File: src/rtl/dmem_ctrl_pkg.sv
// Shared types and defaults for the data-side memory controller (dmem_ctrl).
package dmem_ctrl_pkg;

  localparam int unsigned ADDR_W = 32;
  localparam int unsigned DATA_W = 32;

  localparam logic [ADDR_W-1:0] DEF_SEG_BASE  = 32'h0000_1000;
  localparam logic [ADDR_W-1:0] DEF_SEG_LIMIT = 32'h0000_FFFC;

  typedef enum logic [1:0] {
    S_IDLE,
    S_WRITE,
    S_FILL,
    S_FILL_WAIT
  } dmem_state_e;

  typedef struct packed {
    logic [ADDR_W-1:0] addr;
    logic [DATA_W-1:0] data;
  } wb_entry_t;

  // Misaligned or outside the legal data segment.
  function automatic logic seg_bad(input logic [ADDR_W-1:0] addr,
                                   input logic [ADDR_W-1:0] base,
                                   input logic [ADDR_W-1:0] limit);
    return (addr[1:0] != 2'b00) || (addr < base) || (addr > limit);
  endfunction

endpackage

File: src/rtl/dmem_tag_array.sv
// Direct-mapped valid/tag/data store: combinational lookups, synchronous
// install (tag+data+valid) and data-only update ports, async valid clear.
module dmem_tag_array #(
  parameter int unsigned LINES  = 16,
  parameter int unsigned IDX_W  = 4,
  parameter int unsigned TAG_W  = 26,
  parameter int unsigned DATA_W = 32
) (
  input  logic              clk,
  input  logic              rst_n,
  input  logic [IDX_W-1:0]  rd_idx,
  input  logic [TAG_W-1:0]  rd_tag,
  output logic              rd_hit_c,
  output logic [DATA_W-1:0] rd_data_c,
  input  logic [IDX_W-1:0]  chk_idx,
  input  logic [TAG_W-1:0]  chk_tag,
  output logic              chk_hit_c,
  input  logic              ins_en,
  input  logic [IDX_W-1:0]  ins_idx,
  input  logic [TAG_W-1:0]  ins_tag,
  input  logic [DATA_W-1:0] ins_data,
  input  logic              upd_en,
  input  logic [IDX_W-1:0]  upd_idx,
  input  logic [DATA_W-1:0] upd_data
);

  logic [LINES-1:0]  valid_q;
  logic [TAG_W-1:0]  tag_q  [LINES];
  logic [DATA_W-1:0] data_q [LINES];

  assign rd_hit_c  = valid_q[rd_idx] && (tag_q[rd_idx] == rd_tag);
  assign rd_data_c = data_q[rd_idx];
  assign chk_hit_c = valid_q[chk_idx] && (tag_q[chk_idx] == chk_tag);

  always_ff @(posedge clk or negedge rst_n) begin
    if (!rst_n) begin
      valid_q <= '0;
    end else if (ins_en) begin
      valid_q[ins_idx] <= 1'b1;
    end
  end

  // Install is written last so it wins over an update to the same line.
  always_ff @(posedge clk) begin
    if (upd_en) begin
      data_q[upd_idx] <= upd_data;
    end
    if (ins_en) begin
      tag_q[ins_idx]  <= ins_tag;
      data_q[ins_idx] <= ins_data;
    end
  end

endmodule

File: src/rtl/dmem_ctrl.sv
// Data-side memory controller: write-through/no-write-allocate direct-mapped
// cache, single-entry write buffer, refill FSM. DMEM_STATS_EN adds hit/miss counters.
module dmem_ctrl
  import dmem_ctrl_pkg::*;
#(
  parameter int unsigned       LINES     = 16,
  parameter logic [ADDR_W-1:0] SEG_BASE  = DEF_SEG_BASE,
  parameter logic [ADDR_W-1:0] SEG_LIMIT = DEF_SEG_LIMIT
) (
  input  logic              clk,
  input  logic              rst_n,
  input  logic [ADDR_W-1:0] d_addr,
  input  logic [DATA_W-1:0] d_wr_data,
  input  logic              d_rd,
  input  logic              d_wr,
  output logic [DATA_W-1:0] d_rd_data,
  output logic              d_miss,
  output logic              d_segfault,
  output logic              mem_req,
  output logic              mem_we,
  output logic [ADDR_W-1:0] mem_addr,
  output logic [DATA_W-1:0] mem_wdata,
  input  logic              mem_gnt,
  input  logic              mem_rvalid,
`ifdef DMEM_STATS_EN
  output logic [31:0]       hit_cnt,
  output logic [31:0]       miss_cnt,
`endif
  input  logic [DATA_W-1:0] mem_rdata
);

  localparam int unsigned IDX_W = $clog2(LINES);
  localparam int unsigned TAG_W = ADDR_W - IDX_W - 2;

  dmem_state_e       state, state_nxt;
  wb_entry_t         wb;
  logic              wb_valid;
  logic              mem_req_nxt, mem_we_nxt;
  logic [ADDR_W-1:0] mem_addr_nxt;
  logic [DATA_W-1:0] mem_wdata_nxt;

  logic              hit_c, wb_hit_c;
  logic [DATA_W-1:0] line_data_c;
  logic              seg_c, st_c, ld_c, ld_hit_c, st_acc_c, fill_start_c;
  logic              install_c, drain_c;
  logic              upd_en_c;
  logic [IDX_W-1:0]  upd_idx_c;
  logic [DATA_W-1:0] upd_data_c;

  // Request classification; a store shadows a simultaneous load.
  assign seg_c        = (d_rd || d_wr) && seg_bad(d_addr, SEG_BASE, SEG_LIMIT);
  assign st_c         = d_wr && !seg_c;
  assign ld_c         = d_rd && !d_wr && !seg_c;
  assign ld_hit_c     = ld_c && hit_c;
  assign st_acc_c     = st_c && !wb_valid;
  assign fill_start_c = ld_c && !hit_c && (state == S_IDLE) && !wb_valid;
  assign install_c    = (state == S_FILL_WAIT) && mem_rvalid;
  assign drain_c      = (state == S_WRITE) && mem_gnt;

  assign d_miss     = (ld_c && !hit_c) || (st_c && wb_valid);
  assign d_segfault = seg_c;

  dmem_tag_array #(
    .LINES  (LINES),
    .IDX_W  (IDX_W),
    .TAG_W  (TAG_W),
    .DATA_W (DATA_W)
  ) u_tags (
    .clk       (clk),
    .rst_n     (rst_n),
    .rd_idx    (d_addr[IDX_W+1:2]),
    .rd_tag    (d_addr[ADDR_W-1:IDX_W+2]),
    .rd_hit_c  (hit_c),
    .rd_data_c (line_data_c),
    .chk_idx   (wb.addr[IDX_W+1:2]),
    .chk_tag   (wb.addr[ADDR_W-1:IDX_W+2]),
    .chk_hit_c (wb_hit_c),
    .ins_en    (install_c),
    .ins_idx   (mem_addr[IDX_W+1:2]),
    .ins_tag   (mem_addr[ADDR_W-1:IDX_W+2]),
    .ins_data  (mem_rdata),
    .upd_en    (upd_en_c),
    .upd_idx   (upd_idx_c),
    .upd_data  (upd_data_c)
  );

  // Line data follows an accepted store hit, or the store as it drains if the
  // line was (re)installed while the store sat in the buffer.
  always_comb begin
    upd_en_c   = 1'b0;
    upd_idx_c  = d_addr[IDX_W+1:2];
    upd_data_c = d_wr_data;
    if (st_acc_c && hit_c) begin
      upd_en_c = 1'b1;
    end else if (drain_c && wb_hit_c) begin
      upd_en_c   = 1'b1;
      upd_idx_c  = wb.addr[IDX_W+1:2];
      upd_data_c = wb.data;
    end
  end

  // Next state and next memory-port values; buffered store always goes first.
  always_comb begin
    state_nxt     = state;
    mem_req_nxt   = mem_req;
    mem_we_nxt    = mem_we;
    mem_addr_nxt  = mem_addr;
    mem_wdata_nxt = mem_wdata;
    case (state)
      S_IDLE: begin
        if (wb_valid) begin
          state_nxt     = S_WRITE;
          mem_req_nxt   = 1'b1;
          mem_we_nxt    = 1'b1;
          mem_addr_nxt  = wb.addr;
          mem_wdata_nxt = wb.data;
        end else if (fill_start_c) begin
          state_nxt    = S_FILL;
          mem_req_nxt  = 1'b1;
          mem_we_nxt   = 1'b0;
          mem_addr_nxt = d_addr;
        end
      end
      S_WRITE: begin
        if (mem_gnt) begin
          state_nxt   = S_IDLE;
          mem_req_nxt = 1'b0;
          mem_we_nxt  = 1'b0;
        end
      end
      S_FILL: begin
        if (mem_gnt) begin
          state_nxt   = S_FILL_WAIT;
          mem_req_nxt = 1'b0;
        end
      end
      S_FILL_WAIT: begin
        if (mem_rvalid) begin
          state_nxt = S_IDLE;
        end
      end
      default: state_nxt = S_IDLE;
    endcase
  end

  always_ff @(posedge clk or negedge rst_n) begin
    if (!rst_n) begin
      state     <= S_IDLE;
      wb_valid  <= 1'b0;
      wb        <= '0;
      d_rd_data <= '0;
      mem_req   <= 1'b0;
      mem_we    <= 1'b0;
      mem_addr  <= '0;
      mem_wdata <= '0;
    end else begin
      state     <= state_nxt;
      mem_req   <= mem_req_nxt;
      mem_we    <= mem_we_nxt;
      mem_addr  <= mem_addr_nxt;
      mem_wdata <= mem_wdata_nxt;
      if (drain_c) begin
        wb_valid <= 1'b0;
      end else if (st_acc_c) begin
        wb_valid <= 1'b1;
        wb       <= wb_entry_t'{addr: d_addr, data: d_wr_data};
      end
      if (ld_hit_c) begin
        d_rd_data <= line_data_c;
      end
    end
  end

`ifdef DMEM_STATS_EN
  // Replayed misses do not count; only misses that launch a fill.
  always_ff @(posedge clk or negedge rst_n) begin
    if (!rst_n) begin
      hit_cnt  <= '0;
      miss_cnt <= '0;
    end else begin
      if (ld_hit_c)     hit_cnt  <= hit_cnt + 32'd1;
      if (fill_start_c) miss_cnt <= miss_cnt + 32'd1;
    end
  end
`endif

endmodule

File: config.mk
export PLATFORM = sky130hd
export DESIGN_NAME = dmem_ctrl
export DESIGN_NICKNAME = d
export VERILOG_FILES = /design/src/rtl/dmem_ctrl_pkg.sv /design/src/rtl/dmem_tag_array.sv /design/src/rtl/dmem_ctrl.sv
export SDC_FILE = /design/constraint.sdc
export NUM_CORES = 2
export LEC_CHECK = 0
export ABC_AREA = 1
export CAP_MARGIN = 30
export CORE_MARGIN = 3
export CORE_UTILIZATION = 49
export DETAILED_ROUTE_END_ITERATION = 8
export GPL_ROUTABILITY_DRIVEN = 0
export PLACE_DENSITY = 0.69
export SKIP_LAST_GASP = 1
export SLEW_MARGIN = 20
export SYNTH_ARGS = -nofsm -noshare
export SYNTH_HDL_FRONTEND = slang
export SYNTH_SLANG_ARGS = --single-unit
File: constraint.sdc
create_clock -name clk -period 4.27 [get_ports clk]
set_input_delay 0.6405 -clock clk [delete_from_list [all_inputs] [get_ports clk]]
set_output_delay 0.6405 -clock clk [all_outputs]
set_load 0.02 [all_outputs]
## Word level (Yosys, flattened, before mapping)

Memory sizes are Yosys's and may differ from the RTL's. A register that Yosys moved wholly into a read port is not among the register bits.
Cells that the tools add are included.

- Bits in registers: 149
- Bits in writable memories: 928
- Input bits: 102
- Output and inout port bits: 100
- Memories kept: 2

Memories:

| memory | words | width | read ports | clocked after Yosys merged registers in | write ports | RTL line | source |
|---|---|---|---|---|---|---|---|
| u_tags.data_q | 16 | 32 | 1 | 1 | 2 | dmem_tag_array.sv:29 | `logic [DATA_W-1:0] data_q [LINES];` |
| u_tags.tag_q | 16 | 26 | 2 | 0 | 1 | dmem_tag_array.sv:28 | `logic [TAG_W-1:0] tag_q [LINES];` |

- $lt $le $gt $ge: 6
- Equality and inequality tests: 10
- Mux-type cells: 33
- Bitwise operators: 2
- Reduce and logical (&&, ||, !) cells: 39

Operator list:

| kind | number |
|---|---|
| $mux 32 | 4 |
| $eq 26x26->1 | 2 |
| $gt 32x16->1 const B | 1 |
| $lt 32x13->1 const B | 1 |
| $logic_and 1x1->1 | 17 |
| $mux 1 | 16 |
| $or 16x16->16 | 1 |
| $lt 4x5->1 const B | 3 |
| $mux 2 | 5 |
| $reduce_bool 2->1 | 5 |
| $bmux 1 s4 | 2 |
| $mux 4 | 2 |
| $pmux 2 s4 | 1 |
| $ne 2x2->1 const B | 3 |
| $reduce_and 2->1 | 3 |
| $reduce_and 3->1 | 2 |
| $logic_not 1->1 | 5 |
| $demux 1 s4 | 1 |
| $eq 2x2->1 const B | 2 |
| $ge 4x1->1 const B | 1 |
| $logic_or 1x1->1 | 4 |
| $pmux 1 s2 | 2 |
| $reduce_and 4->1 | 1 |
| $ne 3x3->1 const B | 1 |
| other kinds (5) | 5 |

## Logic depth before layout (Yosys ltp)

- Depth after elaboration: 12
- Gate-level depth with buffers: 26

## Modules after synthesis

From an unflattened synthesis, not the netlist that was laid out.

- Cell total of the unflattened synthesis: 6537
- Area, all modules: 56725.7 µm²

Modules (own cells, without submodules):

| module | times used | cells each | area each (µm²) |
|---|---|---|---|
| dmem_tag_array | 1 | 5546 | 48899.4 |
| dmem_ctrl | 1 | 991 | 7826.3 |

## Worst setup path before layout

OpenSTA, ideal clock, no wires.

- Path type: input -> register
- From: input d_addr[2]
- To: memory u_tags.data_q[10][0], enable pin
- Library setup time: 428 ps
- Arrival time: 4292 ps
- Slack: -450 ps
- Stages on the path: 19
- Cells stage by stage: buf_2 buf_6 buf_6 buf_2 o211ai_1 nand3_1 nand3_1 nand2_1 xor2_1 nand3b_1 nor2_2 nand3_2 nand2_2 buf_6 buf_8 nand2_1 nand2_2 nand3_1 o21bai_1

RTL lines:

| element | RTL line | source |
|---|---|---|
| start, declared | dmem_ctrl.sv:12 | `input logic [ADDR_W-1:0] d_addr,` |
| end, declared | dmem_tag_array.sv:29 |  |

==> flow_summary_export.csv <==
group,metric,value,unit
status,outcome,"finished clean",
detailed_routing,vias_per_cell,6.05,
detailed_routing,routed_wl,188,mm
power_and_ir_drop,vdd.ir_drop.worst,377,uV
setup_path,worst_ep_arrival,4.63,ns
global_routing,grt_pass1_vias,44585,
placement,port_buffers,201,
yosys,synth_fp_nets,6343,
floorplanning,floorplan.die.height,344,um
detailed_routing,vias,47309,
floorplanning,row_count,123,
global_routing,grt_util_all_layers,0.314,
clock_tree,number_of_buffers_created_by_cts,118,
placement,place_area,60400,sq um
finish,finalCoreUtilization,0.571,
yosys,postSynthAreaPerCell,8.97,sq um
clock_tree,clock_latency_on_the_worst_skew_pair,0.74,ns
clock_tree,root_buffer,"sky130_fd_sc_hd__clkbuf_16",
floorplanning,die_w,344,um
yosys,ys_dominant_reg_cell,"sky130_fd_sc_hd__edfxtp_1",
timing,skew,0.0430,ns
finish,area_growth_syn_to_layout,15.2,%
detailed_routing,first_iter_violations,7346,
timing,grt_setup_unrepaired,"false",
flow_run,maxCapViolCount,0,
yosys,synth-edff-count,928,
floorplanning,initial_core_utilization,0.495,
yosys,syn_inst,6236,
global_routing,grt_pass1_wl,280,mm
finish,final_cell_mix,"1490 x sky130_fd_sc_hd__nand2_1, 928 x sky130_fd_sc_hd__edfxtp_1, 862 x sky130_fd_sc_hd__o21ai_0, 528 x sky130_fd_sc_hd__nand3_1, 479 x sky130_fd_sc_hd__inv_1",
timing,fmax,239,MHz
floorplanning,boundaryPins,202,
finish,finished_cell_area,64400,sq um
clock_tree,clock_path_buffers,3,
timing,final_hold_vio_count,0,
setup_path,crit_buf_inv,3,
setup_path,crit_type,"flop to flop",
power_and_ir_drop,p_leak,24.2,nW
clock_tree,worst_setup_hold_path_clk_slew,0.06,ns
clock_tree,tritoncts,"yes",
setup_path,crit_family,"simple AND/OR/NAND/NOR gates",
setup_path,worstPathRequired,4.71,ns
setup_path,path_max_fanout,64,
detailed_routing,detailedRoute.firstPassIterationCount,8,
timing,drv_slew,0,
setup_path,cp-start-kind,"flop",
placement,dp.final_hpwl,116,mm
timing,fin_crit_sh,0.979,
min_path,hp-class,"primary input to asynchronous set/reset pin",
finish,post_route_cells_drive_above_1_share,0.0818,
clock_tree,clock-sinks,1109,
global_routing,largest_net_degree_at_the_start_of_global_routing,113,
setup_path,critical_path.endpoint_type,"flop",
finish,layout.cells.most_common,"sky130_fd_sc_hd__nand2_1",
yosys,yosys.cell_types.count,41,
floorplanning,fp.dieArea,118000,sq um
yosys,summed_instance_area_of_the_synthesized_netlist,56000,sq um
power_and_ir_drop,power_per_cell_area,423,nW/um^2
floorplanning,core_area,113000,sq um
yosys,synth_seq_area_share,0.579,
global_routing,antenna_found_initial,6,
yosys,ffs_latches_synth,1109,
setup_path,max_stage_delay,0.64,ns
timing,slew-limit-headroom,0.358,
yosys,async_flop_share,0.163,
clock_tree,cts_max_level,3,
timing,layout_min_cycle_time,4.18,ns
detailed_routing,routed_wire_length_per_instance,24.1,um
global_routing,globalRoute.totalOverflow,0,
timing,final-setup-viol-count,0,
detailed_routing,route.antenna.remaining_nets,0,
yosys,synth_warnings,0,
detailed_routing,drcViolationCount,0,
setup_path,cp_slowest_cell,"sky130_fd_sc_hd__o21ai_2",
finish,layout.nets,6325,
timing,worst_pin_slew,0.960,ns
setup_path,cell_by_cell_trace_of_the_critical_path,"inv_2, buf_12, o211ai_1, nand3_1, nand3_1, nand3_1, nand2_1, nor2_1, nand2_1, nor2_1, nand2_1, nor2_4, nand2_4, buf_12, o21ai_2, o21ai_0",
## sequential cells by signal, summed over array words and instances, names as in the netlist
signal / count
wb_valid: 1
mem_wdata: 32
mem_req: 1
wb: 64
u_tags.tag_q: 416
mem_we: 1
u_tags.data_q: 512
mem_addr: 32
d_rd_data: 32
state: 2
u_tags.valid_q: 16
## path summary, 6_finish.rpt
kind | startpoint | cells after the start | slack (ns) | end
setup reg to reg | wb[35]$_DFFE_PN0P_ | 16 | 0.09 | u_tags.data_q[9][27]$_DFFE_PP_
setup / recovery | wb[35]$_DFFE_PN0P_ | 16 | 0.09 | u_tags.data_q[9][27]$_DFFE_PP_
hold / removal | rst_n | 2 | 0.47 | d_rd_data[3]$_DFFE_PN0P_
max in group asynchronous | rst_n | 3 | 2.74 | mem_addr[30]$_DFFE_PN0P_
hold reg to reg | mem_wdata[14]$_DFFE_PN0P_ | 2 | 0.48 | mem_wdata[14]$_DFFE_PN0P_
min in group clk | mem_wdata[14]$_DFFE_PN0P_ | 2 | 0.48 | mem_wdata[14]$_DFFE_PN0P_
## stage by stage
stage	power, mW	hold slack, ns	cells	TNS (ns)	setup WS [ns]
6_report	27.3	0.470	7826	0	0.0876
5_1_grt	28.1	0.490	7824	0	0.0102
4_1_cts	27.3	0.460	7822	0	0.227
3_5_place_dp	17.0	0.462	7596	0	0.116
3_3_place_gp	16.9	0.455	7595	0	0.179
2_1_floorplan	15.2	0.345	6236	-113.84	-0.450
## cells by family after synthesis
family | synth area share
mux | 0.00572
fa+ha+maj | 0.00112
compound gates | 0.156
xor+xnor | 0.000157
simple gates | 0.184
flops | 0.579
buf+inv | 0.0747
## synthesized netlist by cell type (4+ instances only)
library cell,n,area share
sky130_fd_sc_hd__o211ai_1,123,0.017
sky130_fd_sc_hd__inv_2,4,0.00027
sky130_fd_sc_hd__buf_4,7,0.00094
sky130_fd_sc_hd__or2_2,20,0.0022
sky130_fd_sc_hd__nand3_1,529,0.047
sky130_fd_sc_hd__o21ai_1,181,0.016
sky130_fd_sc_hd__o22ai_1,97,0.011
sky130_fd_sc_hd__o21ai_2,42,0.0066
sky130_fd_sc_hd__buf_6,21,0.0042
sky130_fd_sc_hd__nand2_1,1496,0.10
sky130_fd_sc_hd__nor2_1,427,0.029
sky130_fd_sc_hd__ha_1,5,0.0011
sky130_fd_sc_hd__edfxtp_1,928,0.50
sky130_fd_sc_hd__a31oi_1,29,0.0032
sky130_fd_sc_hd__clkbuf_1,316,0.021
sky130_fd_sc_hd__or2_1,9,0.0010
sky130_fd_sc_hd__o21ai_0,862,0.077
sky130_fd_sc_hd__nand4_1,9,0.0010
sky130_fd_sc_hd__a21oi_1,141,0.013
sky130_fd_sc_hd__nor3_1,6,0.00054
sky130_fd_sc_hd__o221ai_1,43,0.0067
sky130_fd_sc_hd__nand2_2,4,0.00045
sky130_fd_sc_hd__o21bai_1,12,0.0016
sky130_fd_sc_hd__dfrtp_1,181,0.081
sky130_fd_sc_hd__buf_2,120,0.011
sky130_fd_sc_hd__o221a_2,21,0.0042
sky130_fd_sc_hd__mux2i_1,32,0.0057
sky130_fd_sc_hd__or2_0,7,0.00078
sky130_fd_sc_hd__inv_1,482,0.032
sky130_fd_sc_hd__buf_1,67,0.0045
## area by class of cell
cell class / count / area, sq um
Fill cell: 9577 / 48500
Sequential cell: 1109 / 32400
Multi-Input combinational cell: 4107 / 19700
Timing Repair Buffer: 395 / 4670
Clock buffer: 181 / 3480
Tap cell: 1500 / 1880
Inverter: 487 / 1850
Clock inverter: 44 / 478
Antenna cell: 3 / 7.51
## where the power goes
part	internal, mW	switching (mW)
Combinational	1.10	2.33
Sequential	12.7	0.712
Clock	6.00	4.44
## what timing repair did
item | 4_1_cts | 5_1_grt
hold endpoints to repair | 78 | 0
setup endpoints to repair | 0 | 3
resized for setup | 0 | 1
setup buffers | 0 | 0
hold buffers | 1 | 0
## routing by layer
layer / share of wire / vias up / track usage
met5: 0.00017 / - / 0
li1: - / 21357 / -
met4: 0.046 / 6 / 0.141
met2: 0.45 / 3137 / 0.486
met3: 0.12 / 525 / 0.0651
met1: 0.38 / 22284 / 0.429
Power figures use the tool's default switching activity.
